## src/rtl/multisim_frame_splitter.sv

```systemverilog
// Splits the multisim server word stream into header-delimited frames and
// forwards payload words, tagged with sop/eop/channel, through a FWFT FIFO.
`timescale 1ns/1ps
module multisim_frame_splitter #(
  parameter int DATA_WIDTH = 64,
  parameter int FIFO_DEPTH = 4
) (
  input  logic                  clk,
  input  logic                  rst,
  input  logic                  in_vld,
  input  logic [DATA_WIDTH-1:0] in_data,
  output logic                  in_rdy,
  output logic                  out_vld,
  input  logic                  out_rdy,
  output logic [DATA_WIDTH-1:0] out_data,
  output logic                  out_sop,
  output logic                  out_eop,
  output logic [15:0]           out_chan,
  output logic                  err_zero_len,
  output logic [31:0]           frame_cnt
);

  localparam int AW = $clog2(FIFO_DEPTH);
  localparam int EW = DATA_WIDTH + 18;

  typedef enum logic {HEADER, PAYLOAD} state_t;

  state_t          r_state;
  logic            r_active;
  logic [15:0]     r_remaining;
  logic [15:0]     r_chan;
  logic            r_first;
  logic            r_err_zero_len;
  logic [31:0]     r_frame_cnt;
  logic [AW:0]     r_wptr;
  logic [AW:0]     r_rptr;
  logic [EW-1:0]   r_mem [FIFO_DEPTH];

  logic [AW:0]     w_count;
  logic            w_full;
  logic            w_empty;
  logic            w_in_acc;
  logic            w_hdr_acc;
  logic            w_push;
  logic            w_pop;
  logic            w_last;
  logic [EW-1:0]   w_head;

  assign w_count   = r_wptr - r_rptr;
  assign w_full    = (w_count == (AW+1)'(FIFO_DEPTH));
  assign w_empty   = (w_count == '0);
  // r_active holds in_rdy low through reset and for the edge that releases it
  assign in_rdy    = r_active && ((r_state == HEADER) || !w_full);
  assign w_in_acc  = in_vld && in_rdy;
  assign w_hdr_acc = w_in_acc && (r_state == HEADER);
  assign w_push    = w_in_acc && (r_state == PAYLOAD);
  assign w_pop     = !w_empty && out_rdy;
  assign w_last    = (r_remaining == 16'd1);
  assign w_head    = r_mem[r_rptr[AW-1:0]];

  // Head entry is masked while empty so stale storage never shows on the outputs
  assign out_vld = !w_empty;
  assign {out_data, out_sop, out_eop, out_chan} = w_empty ? '0 : w_head;
  assign err_zero_len = r_err_zero_len;
  assign frame_cnt    = r_frame_cnt;

  always_ff @(posedge clk or posedge rst) begin
    if (rst) begin
      r_state        <= HEADER;
      r_active       <= 1'b0;
      r_remaining    <= '0;
      r_chan         <= '0;
      r_first        <= 1'b0;
      r_err_zero_len <= 1'b0;
      r_frame_cnt    <= '0;
      r_wptr         <= '0;
      r_rptr         <= '0;
    end else begin
      r_active       <= 1'b1;
      r_err_zero_len <= 1'b0;
      if (w_hdr_acc) begin
        r_remaining <= in_data[15:0];
        r_chan      <= in_data[31:16];
        if (in_data[15:0] == '0) begin
          r_err_zero_len <= 1'b1;
        end else begin
          r_first <= 1'b1;
          r_state <= PAYLOAD;
        end
      end
      if (w_push) begin
        r_first     <= 1'b0;
        r_remaining <= r_remaining - 16'd1;
        r_wptr      <= r_wptr + 1'b1;
        if (w_last) r_state <= HEADER;
      end
      if (w_pop) begin
        r_rptr <= r_rptr + 1'b1;
        if (out_eop) r_frame_cnt <= r_frame_cnt + 32'd1;
      end
    end
  end

  always_ff @(posedge clk) begin
    if (w_push) r_mem[r_wptr[AW-1:0]] <= {in_data, r_first, w_last, r_chan};
  end

endmodule

```

## config.mk

```make
export PLATFORM = sky130hd
export DESIGN_NAME = multisim_frame_splitter
export DESIGN_NICKNAME = d
export VERILOG_FILES = /design/src/rtl/multisim_frame_splitter.sv
export SDC_FILE = /design/constraint.sdc
export NUM_CORES = 1
export LEC_CHECK = 0
export ABC_AREA = 1
export CAP_MARGIN = 10
export CORE_MARGIN = 2
export CORE_UTILIZATION = 43
export CTS_BUF_LIST = sky130_fd_sc_hd__clkbuf_4 sky130_fd_sc_hd__clkbuf_8
export DETAILED_ROUTE_END_ITERATION = 8
export GPL_TIMING_DRIVEN = 0
export PLACE_DENSITY = 0.6
export SLEW_MARGIN = 0
export SYNTH_ARGS = -nofsm -noshare
export SYNTH_HDL_FRONTEND = slang
export SYNTH_SLANG_ARGS = --single-unit
export TNS_END_PERCENT = 5
```

## constraint.sdc

```tcl
create_clock -name clk -period 8.2 [get_ports clk]
set_input_delay 1.64 -clock clk [delete_from_list [all_inputs] [get_ports clk]]
set_output_delay 1.64 -clock clk [all_outputs]
set_load 0.02 [all_outputs]
```

; ---- After elaboration in Yosys (flattened, before gate mapping)
; Memory sizes are Yosys's and may differ from the RTL's.
; Index checks and enable logic that the tools add are counted.
[totals]
ff_bits = 74
mem_bits_rw = 328
input_bits = 68
memories = 1
[memory_table]
columns = memory, words, word_bits, read_ports, rd_ports_with_merged_regs, wr, line_no
row1 = r_mem, 4, 82, 1, 0, 1, 37  ; logic [EW-1:0] r_mem [FIFO_DEPTH];
[op_classes]
addsub = 5
eq_ne = 3
mux = 14
bitwise_logic = 1
reduce_logical = 13
[ops]
columns = op, count
row1 = 2-to-1 mux 82 bit, 1
row2 = adder 32 x 1 -> 32 bit (second input constant), 1
row3 = 2-to-1 mux 16 bit, 2
row4 = == test 16 x 1 -> 1 bit (second input constant), 1
row5 = logical NOT 16 bit, 1
row6 = subtractor 16 x 1 -> 16 bit (second input constant), 1
row7 = 2-to-1 mux 1 bit, 11
row8 = adder 3 x 1 -> 3 bit (second input constant), 2
row9 = logical AND 1 bit, 5
row10 = AND reduction 2 bit, 2
row11 = == test 3 bit (second input constant), 1
row12 = logical NOT 3 bit, 1
row13 = subtractor 3 bit, 1
row14 = logical NOT 1 bit, 2
row15 = != test 2 bit (second input constant), 1
row16 = nonzero test 2 bit, 1
row17 = logical OR 1 bit, 1
row18 = inverter 1 bit, 1

; ---- Longest topological paths before layout
; Gate-level depths: netlist of run 1.
[depth]
ltp_word = 10
depth_mapped = 14
depth_no_buf = 13

; ---- Worst setup path before layout of run 1
; No wires, ideal clock.
[synth_path]
kind = input -> register
start = input in_vld
end = memory r_mem[3][0] (netlist name), enable pin
arrival_ns = 5.515
slack_ns = 2.160
stages = 3
n_path_buf = 1
path_cell_list = clkbuf_2 -> nand4_2 -> nor2_1
[synth_between]
elab_chain_cells = 4
[synth_lines]
columns = element, line_no
row1 = "start, declared", 10  ; input logic in_vld,
row2 = logical AND 1 bit, 54  ; assign w_in_acc = in_vld && in_rdy;
row3 = logical AND 1 bit, 56  ; assign w_push = w_in_acc && (r_state == PAYLOAD);
row4 = 2-to-1 mux 1 bit, 105  ; if (w_push) r_mem[r_wptr[AW-1:0]] <= {in_data, r_first, w_last, r_chan};
row5 = 2-to-1 mux 1 bit (not written as such), 105
row6 = "end, declared", 37
; No other way between the ends.

; ---- Worst setup path in the final report of run 1
[layout_path]
start = register r_rptr[1]
end = output out_data[4]
[layout_between]
elab_chain_cells = 3
word_cells_on_any_way = 4
cone_classes = add/sub: 1 / mux: 1 / reduce/logical: 1 / memory: 1
[layout_lines]
columns = element, line_no
row1 = "start, declared", 36  ; logic [AW:0] r_rptr;
row2 = "start signal, assigned", 98  ; r_rptr <= r_rptr + 1'b1;
row3 = subtractor 3 bit, 49  ; assign w_count = r_wptr - r_rptr;
row4 = logical NOT 3 bit, 51  ; assign w_empty = (w_count == '0);
row5 = 2-to-1 mux 82 bit *, 63  ; assign {out_data, out_sop, out_eop, out_chan} = w_empty ? '0 : w_head;
row6 = "end, declared", 15  ; output logic [DATA_WIDTH-1:0] out_data,
; Mark *: on every way between the ends. The rest lies on a longest branch, timed or not.

==> qor.yml, run 1 <==
outcome:
  outcome: "complete, no violations"
clocking:
  h-tree-depth: 3
  cts_num_sinks: 402
  cts_resized: 0
  cts_tree: "built"
  clk_path_buf_depth: 3
  post_cts_buffers: 0
  path_clk_slew_ps: 60
  cts_root_buf: "clkbuf_8"
  insertion_delay_ps: 600
  cts_hold_buf: 0
  cts_buffers: 68
layout:
  final_cells: 2416
  area_growth_pct: 24.3
  regArea_um2: 11700
  final_cell_mix: "328 x edfxtp_1, 320 x nand2_1, 221 x nor2_1"
  final_util_pct: 53.8
  antenna_cells: 0
  multiInputGateArea_um2: 4490
  layout-drive-gt1-share_pct: 10.5
  fillers: 3473
  final_common_cell: "edfxtp_1"
  fin_nets: 1916
worst_setup_path:
  worstPathMaxFanout: 10
  endpoint_kind: "primary output"
  cp.arrival_ps: 4240
  reg2reg_depth: 12
  start_kind: "flop"
  timing.rr.end: "r_mem[1][67]"
  r2r_setup_slack_ps: 3920
  r2r-start: "r_rptr[1]"
  crit_required_ps: 6560
  critical_path_class: "reg -> out"
floorplanning:
  die_h_um: 203
  die_x_um: 203
  start_util_pct: 43.3
  placementRows: 73
  io_pins: 185
  core_um2: 39500
  die_area_um2: 41400
placement:
  dp_worst_setup_slack_ps: 2940
  dp_hpwl_um: 29500
  numPortBuffers: 183
  place_inst: 2293
  gp_congestion: 0.864
synth:
  synthMuxAreaShare_pct: 0
  synthXorXnorAreaFrac_pct: 1.18
  synth_area_leaders: "edfxtp_1 58%, dfrtp_1 11%, nand2_1 7.0%"
  ys.flop_type: "edfxtp_1"
  syn_nets: 1650
  syn_inst: 1572
  synth_cell_type_count: 37
  synth_top_area_share_pct: 57.6
  synth_compound_area_share_pct: 9.23
  synth_edf_count: 328
  synth_area_um2: 17100
  synth_fa_ha_area_share_pct: 0.731
  yosys.area.top_type: "edfxtp_1"
  async_flop_share_pct: 18.4
  synth-seq-cells: 402
  yosys.area_share.simple_pct: 14.9
  synth_top_family_by_area: "simple AND/OR/NAND/NOR gates"
  yosysWarnings: 0
  syn_area_per_cell_um2: 10.9
  seq_area_frac_synth_pct: 68.4
worst_hold_path:
  holdPathEnd: "r_remaining[15]"
  min-delay-start: "r_remaining[15]"
  hold_path.class: "reg -> reg"
  whs_path_depth: 2
sta:
  maxSlewViolCount: 0
  finalCritPeriodShare_pct: 71.7
  maxClockFrequency_ghz: 0.170
  setup_viol: 0
  fin_setup_tns_ps: 0
  layout_setup_ws_ps: 2320
  fin_crit_ps: 5880
  finalHoldViolations: 0
  fin_skew_ps: 26.6
  worstMarginPinSlew_ps: 1090
  relSlewSlack_pct: 26.5
  rsz0062_at_grt: "false"
grt:
  antenna_found_initial: 0
  grt_pass1_wl_um: 68900
  grt_pass1_vias: 12100
  grt.total_usage_pct: 21.8
  grt_max_degree: 42
  grt-ovfl-total: 0
power_and_ir_drop:
  p_per_area_nw_per_um2: 390
  seqPwrFrac_pct: 32.8
  p_switching_mw: 3.32
  comb_power_share_pct: 45.7
  p_int_mw: 4.98
  peakVddDrop_mv: 0.320
  clock_power_share_pct: 21.5
  p_sw_share_pct: 40.0
  p_leak_nw: 8.22
routing:
  ant_nets: 0
  vias: 12400
  drt_wl_total_um: 44700
  drc_errors: 0
  drt_first_pass_iters: 5
  routed_via_density: 5.11
  wl_per_cell_um: 18.5
  drt_iter0_drc: 809
flow_run:
  maxCapViolCount: 0
[state kept, by name, indices dropped and copies added, names as in the netlist]
| signal | flops |
|---|---|
| r_state | 1 |
| r_chan | 16 |
| r_mem | 328 |
| err_zero_len | 1 |
| r_wptr | 3 |
| r_rptr | 3 |
| r_remaining | 16 |
| r_active | 1 |
| frame_cnt | 32 |
| r_first | 1 |
[metrics by stage]
step	area [µm²]	power, mW	hold slack, ps
after detailed placement	19900	6.59	490
after CTS	21300	8.40	502
after floorplan	17100	4.90	462
after global placement	19600	6.54	480
after global routing	21300	8.82	527
final	21300	8.30	505
[cell families (layout without fill, tap and decap cells)]
logic type	count (synthesis)	count (layout)
adders and majority gates	10	10
buffers and inverters	226	545
xor gates and xnor gates	23	23
other	1	1
DFF	402	402
and+or+nand+nor	620	620
AOI/OAI and AO/OA	290	290
[power by group through the flow]
stage / Clock, mW / Sequential (mW) / Combinational, mW
after detailed placement: 0 / 2.76 / 3.83
final: 1.79 / 2.72 / 3.79
after global placement: 0 / 2.80 / 3.74
after CTS: 1.83 / 2.72 / 3.84
after global routing: 1.93 / 2.75 / 4.14
after floorplan: 0 / 2.77 / 2.13
[critical path, cell delays in order, from the launching register on]
cell             delay (ps)
dfrtp_1                 400
inv_1                    90
buf_2                   310
clkbuf_1                540
ha_1                    400
nand2_1                  80
nand2_1                  40
nand2_1                 100
nand2_1                  80
nand3_2                 180
buf_4                   290
buf_2                   290
nand2_1                 150
inv_1                    80
clkdlybuf4s50_1         600
[cell usage after synthesis, types with 2 or more instances]
cell / instances
nand3_1: 30
dfrtp_1: 74
buf_4: 4
xnor2_1: 4
inv_1: 142
o22ai_1: 81
nand3b_1: 7
edfxtp_1: 328
nand3_2: 4
nor2_2: 2
nor3_1: 16
nand2_1: 320
inv_2: 7
a21oi_1: 7
xor2_1: 19
nor2_1: 225
nor2_4: 3
nand3_4: 2
nor3_2: 3
o21ai_0: 175
buf_6: 7
a22oi_1: 5
ha_1: 10
o21ai_1: 19
buf_2: 29
nand4_1: 5
clkbuf_1: 34
[cell type report]
type / count / share of cell area (%)
inverter: 150 / 2.67
timing repair buffer: 196 / 9.90
clock inverter: 22 / 0.606
multi-input combinational: 944 / 21.1
clock buffer: 101 / 5.83
sequential: 402 / 55.0
tap: 525 / 3.09
buffer: 76 / 1.83
[how the worst max path moves through the flow]
| stage | from | to | slack (ps) |
|---|---|---|---|
| global route | r_rptr[1] | out_data[4] | 2010 |
| detailed placement | r_rptr[1] | out_data[29] | 2940 |
| CTS | r_rptr[1] | out_data[4] | 2270 |
| floorplan | in_vld | r_mem[3][0] | 2160 |
| finish | r_rptr[1] | out_data[4] | 2320 |
| global placement | r_rptr[1] | r_mem[3][58] | -1240 |
[metal layers]
layer,GRT usage [%],up-vias,part of all wire [%]
met5,0,-,0
met4,6.44,0,1.6
met3,3.80,58,6.2
met2,34.9,386,47
met1,30.7,6008,45
li1,-,5905,-
Note: power is estimated with default switching activity, not from simulation.
==> run 2: changes to the inputs <==
--- a/config.mk
+++ b/config.mk
@@ -12,7 +12,7 @@
 export CTS_BUF_LIST = sky130_fd_sc_hd__clkbuf_4 sky130_fd_sc_hd__clkbuf_8
 export DETAILED_ROUTE_END_ITERATION = 8
 export GPL_TIMING_DRIVEN = 0
-export PLACE_DENSITY = 0.6
+export PLACE_DENSITY = 0.63
 export SLEW_MARGIN = 0
 export SYNTH_ARGS = -nofsm -noshare
 export SYNTH_HDL_FRONTEND = slang
==> constraint.sdc (replaced) <==
create_clock -name clk -period 5.4 [get_ports clk]
set_input_delay 1.08 -clock clk [delete_from_list [all_inputs] [get_ports clk]]
set_output_delay 1.08 -clock clk [all_outputs]
set_load 0.02 [all_outputs]
==> run 2 against run 1 <==
  * Clock power increased by 56%
  * Cell area rose by 0.10%
  * Utilization is 0.054 points higher
  * Clock-buffer cell count shrank 17
  * First-iteration DRC count rose by 15%
  * Power is 52% higher
  * Flip-flop and latch count unchanged
  * Sequential share of layout area is 0.055 points lower
  * Worst setup slack got worse by 1900 ps
  * Non-clock buffer count shrank 1
  * Die area unchanged
  * Register-to-register slack lost 2300 ps
  * Critical path type unchanged
  * Largest power group unchanged
  * Highest routed layer unchanged
==> qor.yml, run 2 (synthesis gave the netlist of run 1 again) <==
power_and_ir_drop:
  p_switching_mw: 5.04
  p_per_area_nw_per_um2: 594
  p_sw_share_pct: 39.8
  p_leak_nw: 8.22
  seqPwrFrac_pct: 32.7
  p_int_mw: 7.61
  comb_power_share_pct: 45.3
  peakVddDrop_mv: 0.333
  clock_power_share_pct: 22.0
layout:
  fin_nets: 1914
  regArea_um2: 11700
  fillers: 3447
  multiInputGateArea_um2: 4490
  final_cell_mix: "328 x edfxtp_1, 320 x nand2_1, 221 x nor2_1"
  final_util_pct: 53.9
  largest_register_ffs: 328
  final_common_cell: "edfxtp_1"
  area_growth_pct: 24.5
  layout-drive-gt1-share_pct: 10.2
routing:
  ant_nets: 0
  wl_per_cell_um: 18.2
  drt_wl_total_um: 44000
  drt_first_pass_iters: 5
  drc_errors: 0
  vias: 12200
  routed_via_density: 5.06
  drt_iter0_drc: 928
sta:
  maxClockFrequency_ghz: 0.202
  setup_viol: 0
  finalHoldViolations: 0
  finalCritPeriodShare_pct: 91.8
  fin_setup_tns_ps: 0
  fin_skew_ps: 30.2
  maxSlewViolCount: 0
  fin_crit_ps: 4960
  worstMarginPinSlew_ps: 1060
  relSlewSlack_pct: 29.0
  rsz0062_at_grt: "false"
worst_hold_path:
  hold_path.class: "reg -> reg"
worst_setup_path:
  cp.arrival_ps: 3880
  start_kind: "flop"
  cpMostUsedCell: "nand2_1"
  endpoint_kind: "primary output"
  critical_path_class: "reg -> out"
  crit_required_ps: 4320
  crit_slowest_cell: "clkdlybuf4s50_1"
  worstPathMaxFanout: 19
  crit_chain: "inv_1, buf_2, ha_1, nand2_1, nand2_1, nand2_1, nand2_1, nand3_2, buf_4, buf_2, nand2_1, inv_1, clkdlybuf4s50_1"
  critical_path.max_stage_delay_ps: 610
  cp_top_family: "buffers and inverters"
  r2r_setup_slack_ps: 1610
  cp_num_buf_inv: 6
clocking:
  post_cts_buffers: 0
  cts_num_sinks: 402
  cts_buffers: 67
  cts_resized: 0
  cts_root_buf: "clkbuf_8"
  cts_tree: "built"
  clk_path_buf_depth: 3
  cts_hold_buf: 0
  path_clk_slew_ps: 60
  h-tree-depth: 3
  insertion_delay_ps: 610
floorplanning:
  io_pins: 185
  die_x_um: 203
  placementRows: 73
  core_um2: 39500
  die_h_um: 203
  start_util_pct: 43.3
  die_area_um2: 41400
placement:
  gp_congestion: 0.862
  dp_hpwl_um: 28900
  numPortBuffers: 183
grt:
  grt_pass1_vias: 12100
  grt-ovfl-total: 0
  antenna_found_initial: 1
  grt_max_degree: 40
  grt_pass1_wl_um: 67700
  grt.total_usage_pct: 21.5
outcome:
  outcome: "complete, no violations"
flow_run:
  maxCapViolCount: 0
-- run 2: cell count changes in the layout (fill, tap and decap cells not counted), moves of 2 or more --
cell       delta
bufinv_16     +5
clkbuf_4      -7
diode_2       +2
clkinv_1      +7
clkbuf_8     -10
clkinv_2      +6
inv_8         -2
inv_6         +2
-- run 2: worst paths after layout --
kind                                 from             end  cells after the start
worst max-delay path            r_rptr[1]    out_data[24]                     13
worst min-delay path            r_chan[9]     r_mem[0][9]                      0
worst max register to register  r_rptr[1]    r_mem[0][48]                     10
worst min register to register  r_chan[9]     r_mem[0][9]                      0
max in group asynchronous             rst   frame_cnt[17]                      3
min in group asynchronous             rst  r_remaining[2]                      2
-- run 2: per-layer routing --
| layer | track usage [%] | vias to the layer above | part of all wire, % |
|---|---|---|---|
| li1 | - | 5900 | - |
| met1 | 29.8 | 5901 | 45 |
| met2 | 34.7 | 393 | 47 |
| met3 | 4.39 | 53 | 6.4 |
| met4 | 6.13 | 0 | 1.6 |
| met5 | 0 | - | 0 |
-- run 2: worst reg2reg max path, delay by kind of cell (launching register included) --
family | cells | cell delay (ps)
and+or+nand+nor | 4 | 1430
buffers and inverters | 4 | 1000
DFF | 1 | 400
adders and majority gates | 1 | 390
AOI/OAI and AO/OA | 1 | 210
-- run 2: metrics by stage --
step | instances | area, µm² | worst slack [ps] | total power [mW] | hold slack (ps)
floorplan | 1572 | 17100 | -259 | 7.43 | 462
detailed placement | 2293 | 19900 | 725 | 9.98 | 492
global placement | 2280 | 19600 | -3950 | 9.89 | 480
finish | 2418 | 21300 | 442 | 12.7 | 502
CTS | 2417 | 21300 | 45.8 | 12.8 | 483
global route | 2417 | 21300 | 256 | 13.4 | 527
-- run 2: power by group through the flow --
stage | clock network (mW) | registers (mW) | logic (mW)
6_report | 2.79 | 4.13 | 5.74
3_3_place_gp | 0 | 4.24 | 5.65
3_5_place_dp | 0 | 4.19 | 5.78
5_1_grt | 2.98 | 4.18 | 6.28
2_1_floorplan | 0 | 4.20 | 3.23
4_1_cts | 2.85 | 4.13 | 5.81
-- run 2: layout make-up --
type                    instances  share of cell area (%)
well taps                     525                    3.08
flip-flops and latches        402                    54.9
clock inverters                40                    1.59
repair buffers                196                    9.89
plain buffers                  75                    1.82
clock buffers                  84                    4.93
diodes                          2                  0.0235
multi-input cells             944                    21.1
inverters                     150                    2.67
